[config.mk]
export PLATFORM = sky130hd
export DESIGN_NAME = jicunqi
export DESIGN_NICKNAME = d
export VERILOG_FILES = /design/src/rtl/jicunqi.sv
export SDC_FILE = /design/constraint.sdc
export NUM_CORES = 1
export LEC_CHECK = 0
export ABC_CLOCK_PERIOD_IN_PS = 2200
export BUFFER_PORTS_ARGS = -buffer_cell sky130_fd_sc_hd__buf_4
export CAP_MARGIN = 15
export CORE_MARGIN = 4
export CORE_UTILIZATION = 30
export DETAILED_ROUTE_END_ITERATION = 10
export HOLD_SLACK_MARGIN = 0.03
export PLACE_DENSITY_LB_ADDON = 0.08
export SYNTH_ARGS = -nofsm -noshare
export SYNTH_HDL_FRONTEND = slang
export SYNTH_SLANG_ARGS = --single-unit
[constraint.sdc]
create_clock -name Clk -period 2.2 [get_ports Clk]
set_clock_uncertainty 0.15 [all_clocks]
set_input_delay 0.22 -clock Clk [delete_from_list [all_inputs] [get_ports Clk]]
set_output_delay 0.22 -clock Clk [all_outputs]
set_load 0.01 [all_outputs]
[src/rtl/jicunqi.sv]
// jicunqi: 32x32 register file with address-derived write pattern, byte-wide LED view.
// Rev 1.0
`default_nettype none

module jicunqi #(
  parameter int ADDR_W = 5,
  parameter int DATA_W = 32
) (
  input  logic              Clk,
  input  logic              Reset,
  input  logic [ADDR_W-1:0] Addr,
  input  logic              Write_Reg,
  input  logic              Read_Reg,
  input  logic [1:0]        choose,
  output logic [7:0]        LED
);

  localparam int NREGS = 2 ** ADDR_W;

  logic [DATA_W-1:0] regs_q [NREGS];
  logic [DATA_W-1:0] regs_d [NREGS];
  logic [DATA_W-1:0] hold_q;
  logic [DATA_W-1:0] hold_d;
  logic [DATA_W-1:0] wdata;
  logic [DATA_W-1:0] rdata;
  logic [7:0]        addr_byte;

  assign addr_byte = {{(8 - ADDR_W){1'b0}}, Addr};
  assign wdata     = {~addr_byte, 8'h5A, 8'hA5, addr_byte};

  always_comb begin
    regs_d = regs_q;
    if (Write_Reg) regs_d[Addr] = wdata;
  end

  // Hold samples the pre-write contents when read and write share an edge.
  always_comb begin
    hold_d = hold_q;
    if (Read_Reg) hold_d = regs_q[Addr];
  end

  always_ff @(posedge Clk or negedge Reset) begin
    if (!Reset) begin
      for (int i = 0; i < NREGS; i++) regs_q[i] <= '0;
      hold_q <= '0;
    end else begin
      regs_q <= regs_d;
      hold_q <= hold_d;
    end
  end

  assign rdata = Read_Reg ? hold_q : regs_q[Addr];

  always_comb begin
    LED = 8'h00;
    case (choose)
      2'd0: LED = rdata[7:0];
      2'd1: LED = rdata[15:8];
      2'd2: LED = rdata[23:16];
      2'd3: LED = rdata[31:24];
      default: LED = 8'h00;
    endcase
  end

endmodule

`default_nettype wire

Word level (Yosys, flattened, before mapping)
Index checks and enable logic that the tools add are counted.
{"block": "word_totals", "register_bits": 1056, "input_bits": 11, "out_inout_bits": 8, "wordCells": 50}
{"block": "op_classes", "n_lt_le_gt_ge": 2, "eq_ne": 3, "n_mux": 8, "n_bitwise": 2, "reduce_logical": 2}
{"cell": "$bwmux 1024", "count": 1}
{"cell": "$bmux 32 s5", "count": 1}
{"cell": "$demux 32 s5", "count": 1}
{"cell": "$mux 32", "count": 4}
{"cell": "$pmux 8 s4", "count": 1}
{"cell": "$not 5->8", "count": 1}
{"cell": "$ge 6x6->1 const B", "count": 1}
{"cell": "$lt 6x1->1 const B", "count": 1}
{"cell": "$not 5->6", "count": 1}
{"cell": "$eq 2x2->1 const B", "count": 2}
{"cell": "$eq 2x1->1 const B", "count": 1}
{"cell": "$logic_not 2->1", "count": 1}
{"cell": "$logic_and 1x1->1", "count": 1}

Logic depth before layout (Yosys ltp)
Gate-level depths: netlist of run 1.
{"block": "depth", "ltp_word": 6, "mapped_depth": 8, "mapped_depth_nobuf": 5}

Least setup slack after synthesis of run 1
No wires, ideal clock.
{"block": "synth_path", "path_type": "input -> output", "startpoint": "input port Addr[0]", "endpoint": "output port LED[0]", "arrival_time_ps": 1732, "t_required_ps": 1830, "slack_ps": 98, "stages": 8, "n_path_buf": 3, "path_cell_list": "buf_6 > buf_6 > buf_6 > mux2i_1 > o22ai_1 > nor4_2 > a311oi_1 > or3_1"}
{"block": "synth_between", "elab_chain_len": 6}
{"element": "start: declaration", "line_no": "11", "text": "input logic [ADDR_W-1:0] Addr,"}
{"element": "$not 5->6 (implied by the code)", "line_no": "52", "text": "assign rdata = Read_Reg ? hold_q : regs_q[Addr];"}
{"element": "$bmux 32 s5", "line_no": "52"}
{"element": "$mux 32 (implied by the code) (2 in a row)", "line_no": "52"}
{"element": "$mux 32", "line_no": "52"}
{"element": "$pmux 8 s4", "line_no": "56", "text": "case (choose)"}
{"element": "end: declaration", "line_no": "15", "text": "output logic [7:0] LED"}
Every way passes these cells. The select of a mux whose other input is x is not followed.

Worst setup path in the final report of run 1
{"block": "layout_path", "startpoint": "input port Addr[4]", "endpoint": "output port LED[0]"}
Same word-level chain as after synthesis.

==> results of run 1 <==
==> cell families after synthesis <==
| group | share of synthesized area (%) |
|---|---|
| multiplexers | 11.7 |
| AND/OR/NAND/NOR | 19.7 |
| buffers and inverters | 3.65 |
| AO/OA/AOI/OAI | 4.80 |
| flip-flops | 60.1 |
==> state kept, by name (all words and copies together) (netlist names) <==
register / flops
hold_q: 11
regs_q: 352
==> placed cells by master (no fill, tap or decap), types with 7 or more instances in the layout <==
cell       count
a311oi_1       8
a31oi_1       11
and2_1        80
buf_12        17
buf_4        208
buf_6          7
clkbuf_1      11
clkbuf_16     45
clkinv_2       8
dfrtp_1      363
mux2i_1      162
mux2i_2       11
nand2_1       15
nand2b_1      96
nor2_1        36
nor2b_1       80
nor4_2        14
nor4_4         7
o22ai_1       64
o22ai_2       21
or2_2         98
==> cell type report <==
type | count | area, um2
clock inverter | 16 | 193
inverter | 1 | 3.75
multi-input combinational | 760 | 5920
timing repair buffer | 236 | 2030
tap | 664 | 831
fill | 4822 | 30100
clock buffer | 59 | 1210
sequential | 363 | 9080
==> path summary, 6_finish.rpt <==
| check | start | endpoint | slack [ns] | depth (start not counted) |
|---|---|---|---|---|
| min in group asynchronous | Reset | regs_q[1016] | 0.18 | 3 |
| max in group asynchronous | Reset | regs_q[539] | 1.25 | 3 |
| setup reg to reg | regs_q[222] | hold_q[30] | 0.42 | 7 |
| setup / recovery | Addr[4] | LED[0] | -0.69 | 9 |
| hold / removal | Addr[4] | regs_q[475] | 0.08 | 4 |
| hold reg to reg | regs_q[36] | regs_q[36] | 0.31 | 1 |
==> where the power goes <==
part           switching, mW  leakage (nW)  total (mW)  internal [mW]
clock network           2.84         0.686        7.15           4.31
registers              0.398          4.56        7.89           7.49
logic                   1.11          3.81        2.40           1.29
total                   4.35          9.06        17.4           13.1
==> worst reg2reg max path: stages, from the launching register on <==
cell and delay (ns):
dfrtp_1 0.39, mux2i_2 0.18, o22ai_2 0.15, nor4_2 0.28
buf_4 0.21, buf_4 0.13, buf_6 0.09, a31oi_1 0.07
==> timing repair <==
action | 4_1_cts | 5_1_grt
cloned | 0 | 0
hold endpoints to repair | 374 | 0
setup endpoints to repair | 8 | 8
pin swaps | 25 | 15
buffers inserted | 3 | 2
hold buffers | 3 | 0
resized for setup | 49 | 32
==> metal layers <==
metal	GRT usage [%]	vias to the layer above	share of wire (%)
li1	-	4540	-
met1	25.2	4913	49
met2	26.3	169	44
met3	2.86	77	3.8
met4	5.83	0	3.0
met5	0	-	0
==> stage by stage <==
| stage | setup TNS (ns) | utilization, % | power (mW) | cells |
|---|---|---|---|---|
| 2_1_floorplan | 0 | - | 9.10 | 1207 |
| 3_3_place_gp | -4.84 | 35.2 | 10.2 | 2022 |
| 3_5_place_dp | -4.67 | 35.2 | 10.2 | 2022 |
| 4_1_cts | -5.14 | 38.7 | 17.7 | 2100 |
| 5_1_grt | -5.71 | 39.0 | 18.3 | 2099 |
| 6_report | -4.85 | 39.0 | 17.4 | 2099 |
==> run_results.csv, run 1 <==
group,metric,value,unit
status,outcome,"finished with violations",
status,violations,"setup timing",
place,place.gp.congestion,0.851,
timing,slew_headroom,58.1,%
timing,maxSlewViolCount,0,
floorplan,io_pins,19,
clocking,clkLatencyLatePin,0.57,ns
routing,wl_per_cell,21.6,um
timing,hold_viol,0,
synthesis,synth_seq_cells,363,
timing,rsz0062_at_grt,"true",
place,place_area,17400,um2
global_routing,grtUsageTotal,17.3,%
clocking,cts_tree,"done",
pwr,irDropWorstVdd,0.486,mV
routing,ant_nets,0,
floorplan,die-area,54000,um2
global_routing,grt_max_degree,83,
floorplan,rows,81,
synthesis,synth.most_common_cell,"dfrtp_1",
layout,drive_above_1_share,33.0,%
place,io_buffers,18,
timing,final.setup.worst_slack,-0.688,ns
worst_setup_path,crit_buf_inv,4,
synthesis,syn_nets,1218,
synthesis,synth_warnings,0,
worst_setup_path,crit_type,"in -> out",
worst_setup_path,cp_slowest_cell,"or4b_4",
layout,n_antenna_cell,0,
synthesis,synth.distinct_cells,34,
worst_setup_path,critPathArrivalTime,2.52,ns
synthesis,yosys.area.top_type_share,60.1,%
clocking,cts_buffer_depth,3,
layout,nets,1417,
pwr,p_per_area,905,nW/um2
worst_setup_path,cp-start-kind,"input pin",
routing,drcViolationCount,0,
global_routing,gr-total-overflow,0,
layout,areaGrowthSynthToFinish,27.6,%
floorplan,chipHeight,232,um
worst_setup_path,crit_path_frequent_cell,"buf_4",
timing,fin_crit,2.89,ns
global_routing,grt_pass1_wl,70100,um
routing,drt-initial-drc-count,662,
worst_setup_path,worstPathCellList,"buf_4, buf_4, or4b_4, buf_4, o22ai_1, nor4_2, a311oi_1, or3_1, buf_4",
synthesis,syn_area,15100,um2
flow_run,cap_violations,0,
routing,drtPass1Iterations,5,
synthesis,synth.top_cells.by_count,"363 x dfrtp_1, 176 x mux2i_1, 98 x or2_2",
layout,fin_area,19300,um2
floorplan,fp.dieW,232,um
synthesis,async_reset_ff_share,100,%
timing,max_freq,346,MHz
clocking,clkSlewWorstSetupHoldPaths,0.05,ns
floorplan,coreArea,49400,um2
worst_setup_path,critPathMaxFanout,15,
routing,viasPerCell,4.62,
timing,hold_ws,0.0816,ns
place,place_ws,-0.707,ns
clocking,cts-root-buf,"clkbuf_16",
worst_setup_path,crit_family,"simple AND/OR/NAND/NOR gates",
min_path,hold_path.class,"in -> reg",
synthesis,synth_area_leader_cell,"dfrtp_1",
timing,setup_viol,8,
timing,worstMarginPinSlew,0.628,ns
global_routing,first_global_vias,10500,
clocking,h-tree-depth,2,
synthesis,synthCells,1207,
routing,wl,45300,um
worst_setup_path,cpPeakStageDelay,0.59,ns
worst_setup_path,endpoint_kind,"output pin",
place,hpwl,31700,um
floorplan,initial_core_util,30.6,%
global_routing,antenna_found_initial,0,
synthesis,synth_edf_count,0,
synthesis,synth_area_per_cell,12.5,um2
clocking,cts.sinks,363,
timing,finalCritPeriodShare,131,%
synthesis,synth.area.top_cells,"dfrtp_1 60%, mux2i_1 12%, or2_2 4.1%",
pwr,power_leakage,9.06,nW
routing,vias,9699,
worst_setup_path,required,1.83,ns
synthesis,synth_ff_type,"dfrtp_1",
clocking,cts_made_buffers,44,
synthesis,ys_seq_area_share,60.1,%
(Power assumes the default switching activity.)
==> run 2, diff against run 1 <==
- ABC_CLOCK_PERIOD_IN_PS: 2200 -> 2400
- clock period: 2.2 -> 2.4 ns (I/O delays scaled with it)
==> run_results.csv, run 2 (synthesis gave the netlist of run 1 again) <==
group,metric,value,unit
status,outcome,"finished with violations",
status,violations,"setup timing",
global_routing,grt_pass1_wl,68700,um
layout,fin_area,19200,um2
clocking,cts_made_buffers,44,
floorplan,io_pins,19,
clocking,h-tree-depth,2,
global_routing,gr-total-overflow,0,
place,place.gp.congestion,0.847,
routing,wl_per_cell,21.5,um
timing,finalCritPeriodShare,120,%
worst_setup_path,critPathMaxFanout,2,
timing,max_freq,347,MHz
floorplan,rows,81,
layout,multiInputGateArea,5870,um2
pwr,irDropWorstVdd,0.529,mV
clocking,cts_tree,"done",
layout,final_cell_mix,"363 x dfrtp_1, 219 x buf_4, 162 x mux2i_1",
floorplan,coreArea,49400,um2
timing,final.setup.worst_slack,-0.483,ns
worst_setup_path,endpoint_kind,"output pin",
place,hpwl,32000,um
layout,largest_reg_flops,352,
layout,nets,1424,
layout,nFillCells,4789,
routing,drt-initial-drc-count,516,
floorplan,die-area,54000,um2
global_routing,grtUsageTotal,17.1,%
pwr,power,15.9,mW
worst_setup_path,crit_type,"reg -> out",
routing,viasPerCell,4.59,
routing,vias,9666,
place,io_buffers,18,
layout,areaGrowthSynthToFinish,27.2,%
floorplan,initial_core_util,30.6,%
layout,drive_above_1_share,32.3,%
place,place_area,17400,um2
worst_setup_path,critPathArrivalTime,2.49,ns
worst_setup_path,crit_path_start,"regs_q[4]",
timing,rsz0062_at_grt,"true",
layout,area.sequential,9080,um2
layout,final_common_cell,"dfrtp_1",
pwr,p_per_area,827,nW/um2
clocking,clkSlewWorstSetupHoldPaths,0.05,ns
floorplan,chipHeight,232,um
clocking,cts.sinks,363,
clocking,clkLatencyLatePin,0.57,ns
worst_setup_path,required,2.01,ns
global_routing,grt_max_degree,54,
pwr,power_leakage,9.06,nW
worst_setup_path,r2r_start,"regs_q[990]",
layout,top_register,"regs_q",
timing,setup_viol,8,
timing,hold_viol,0,
timing,maxSlewViolCount,0,
routing,drcViolationCount,0,
routing,drtPass1Iterations,5,
global_routing,antenna_found_initial,0,
min_path,hold_path.class,"in -> async",
layout,largestRegisters,"regs_q (352), hold_q (11)",
clocking,cts-root-buf,"clkbuf_16",
routing,ant_nets,0,
timing,worstMarginPinSlew,0.875,ns
routing,wl,45300,um
timing,slew_headroom,41.5,%
worst_setup_path,cp-start-kind,"register",
layout,n_antenna_cell,0,
floorplan,fp.dieW,232,um
flow_run,cap_violations,0,
timing,fin_crit,2.88,ns
global_routing,first_global_vias,10200,
timing,hold_ws,0.0666,ns
clocking,cts_buffer_depth,3,
==> run 2: area by class of cell <==
class | instances | area share [%]
Clock buffer | 68 | 6.68
Tap cell | 664 | 4.32
Sequential cell | 363 | 47.3
Clock inverter | 9 | 0.547
Multi-Input combinational cell | 760 | 30.6
Inverter | 1 | 0.0195
Timing Repair Buffer | 243 | 10.6
==> run 2: path summary, 6_finish.rpt <==
| path | to | depth (start not counted) | slack (ns) |
|---|---|---|---|
| setup / recovery | LED[4] | 8 | -0.48 |
| hold / removal | regs_q[803] | 2 | 0.07 |
| setup reg to reg | hold_q[30] | 7 | 0.58 |
| hold reg to reg | regs_q[954] | 1 | 0.31 |
| max in group asynchronous | regs_q[257] | 3 | 1.27 |
| min in group Clk | regs_q[768] | 5 | 0.17 |
==> run 2: timing repair <==
item | CTS | global route
hold buffers | 3 | 0
setup buffers | 2 | 3
pin swaps | 22 | 11
endpoints found under the hold margin | 375 | 0
gates resized for setup | 46 | 25
setup endpoints to repair | 8 | 8
==> run 2: routing by layer <==
metal	up-vias	GRT usage, %	share of wire (%)	routed length, um
met5	-	0	0	0
met4	0	5.32	2.7	1240
met3	68	2.51	3.9	1770
met2	177	26.4	45	20400
met1	4858	24.8	48	21900
li1	4563	-	-	-
==> run 2: report_power, final <==
group / internal [mW] / switching (mW)
logic: 1.18 / 1.02
clock network: 3.87 / 2.57
registers: 6.87 / 0.372
total: 11.9 / 3.96
==> run 2: worst max-delay path, cell delays in order, from the launching register on <==
cell,delay (ns)
dfrtp_1,0.39
mux2i_1,0.16
buf_4,0.16
o22ai_4,0.09
nor4_4,0.32
buf_4,0.20
a311oi_2,0.10
or3_1,0.36
buf_6,0.14
==> run 2: stage by stage <==
step / utilization, % / std cells / setup TNS, ns / setup WS, ns
after floorplan: - / 1207 / 0 / 0.258
after global placement: 35.2 / 2026 / -4.51 / -0.749
after detailed placement: 35.2 / 2026 / -4.40 / -0.748
after CTS: 38.6 / 2105 / -3.72 / -0.531
after global routing: 38.9 / 2108 / -4.23 / -0.589
final: 38.9 / 2108 / -3.45 / -0.483
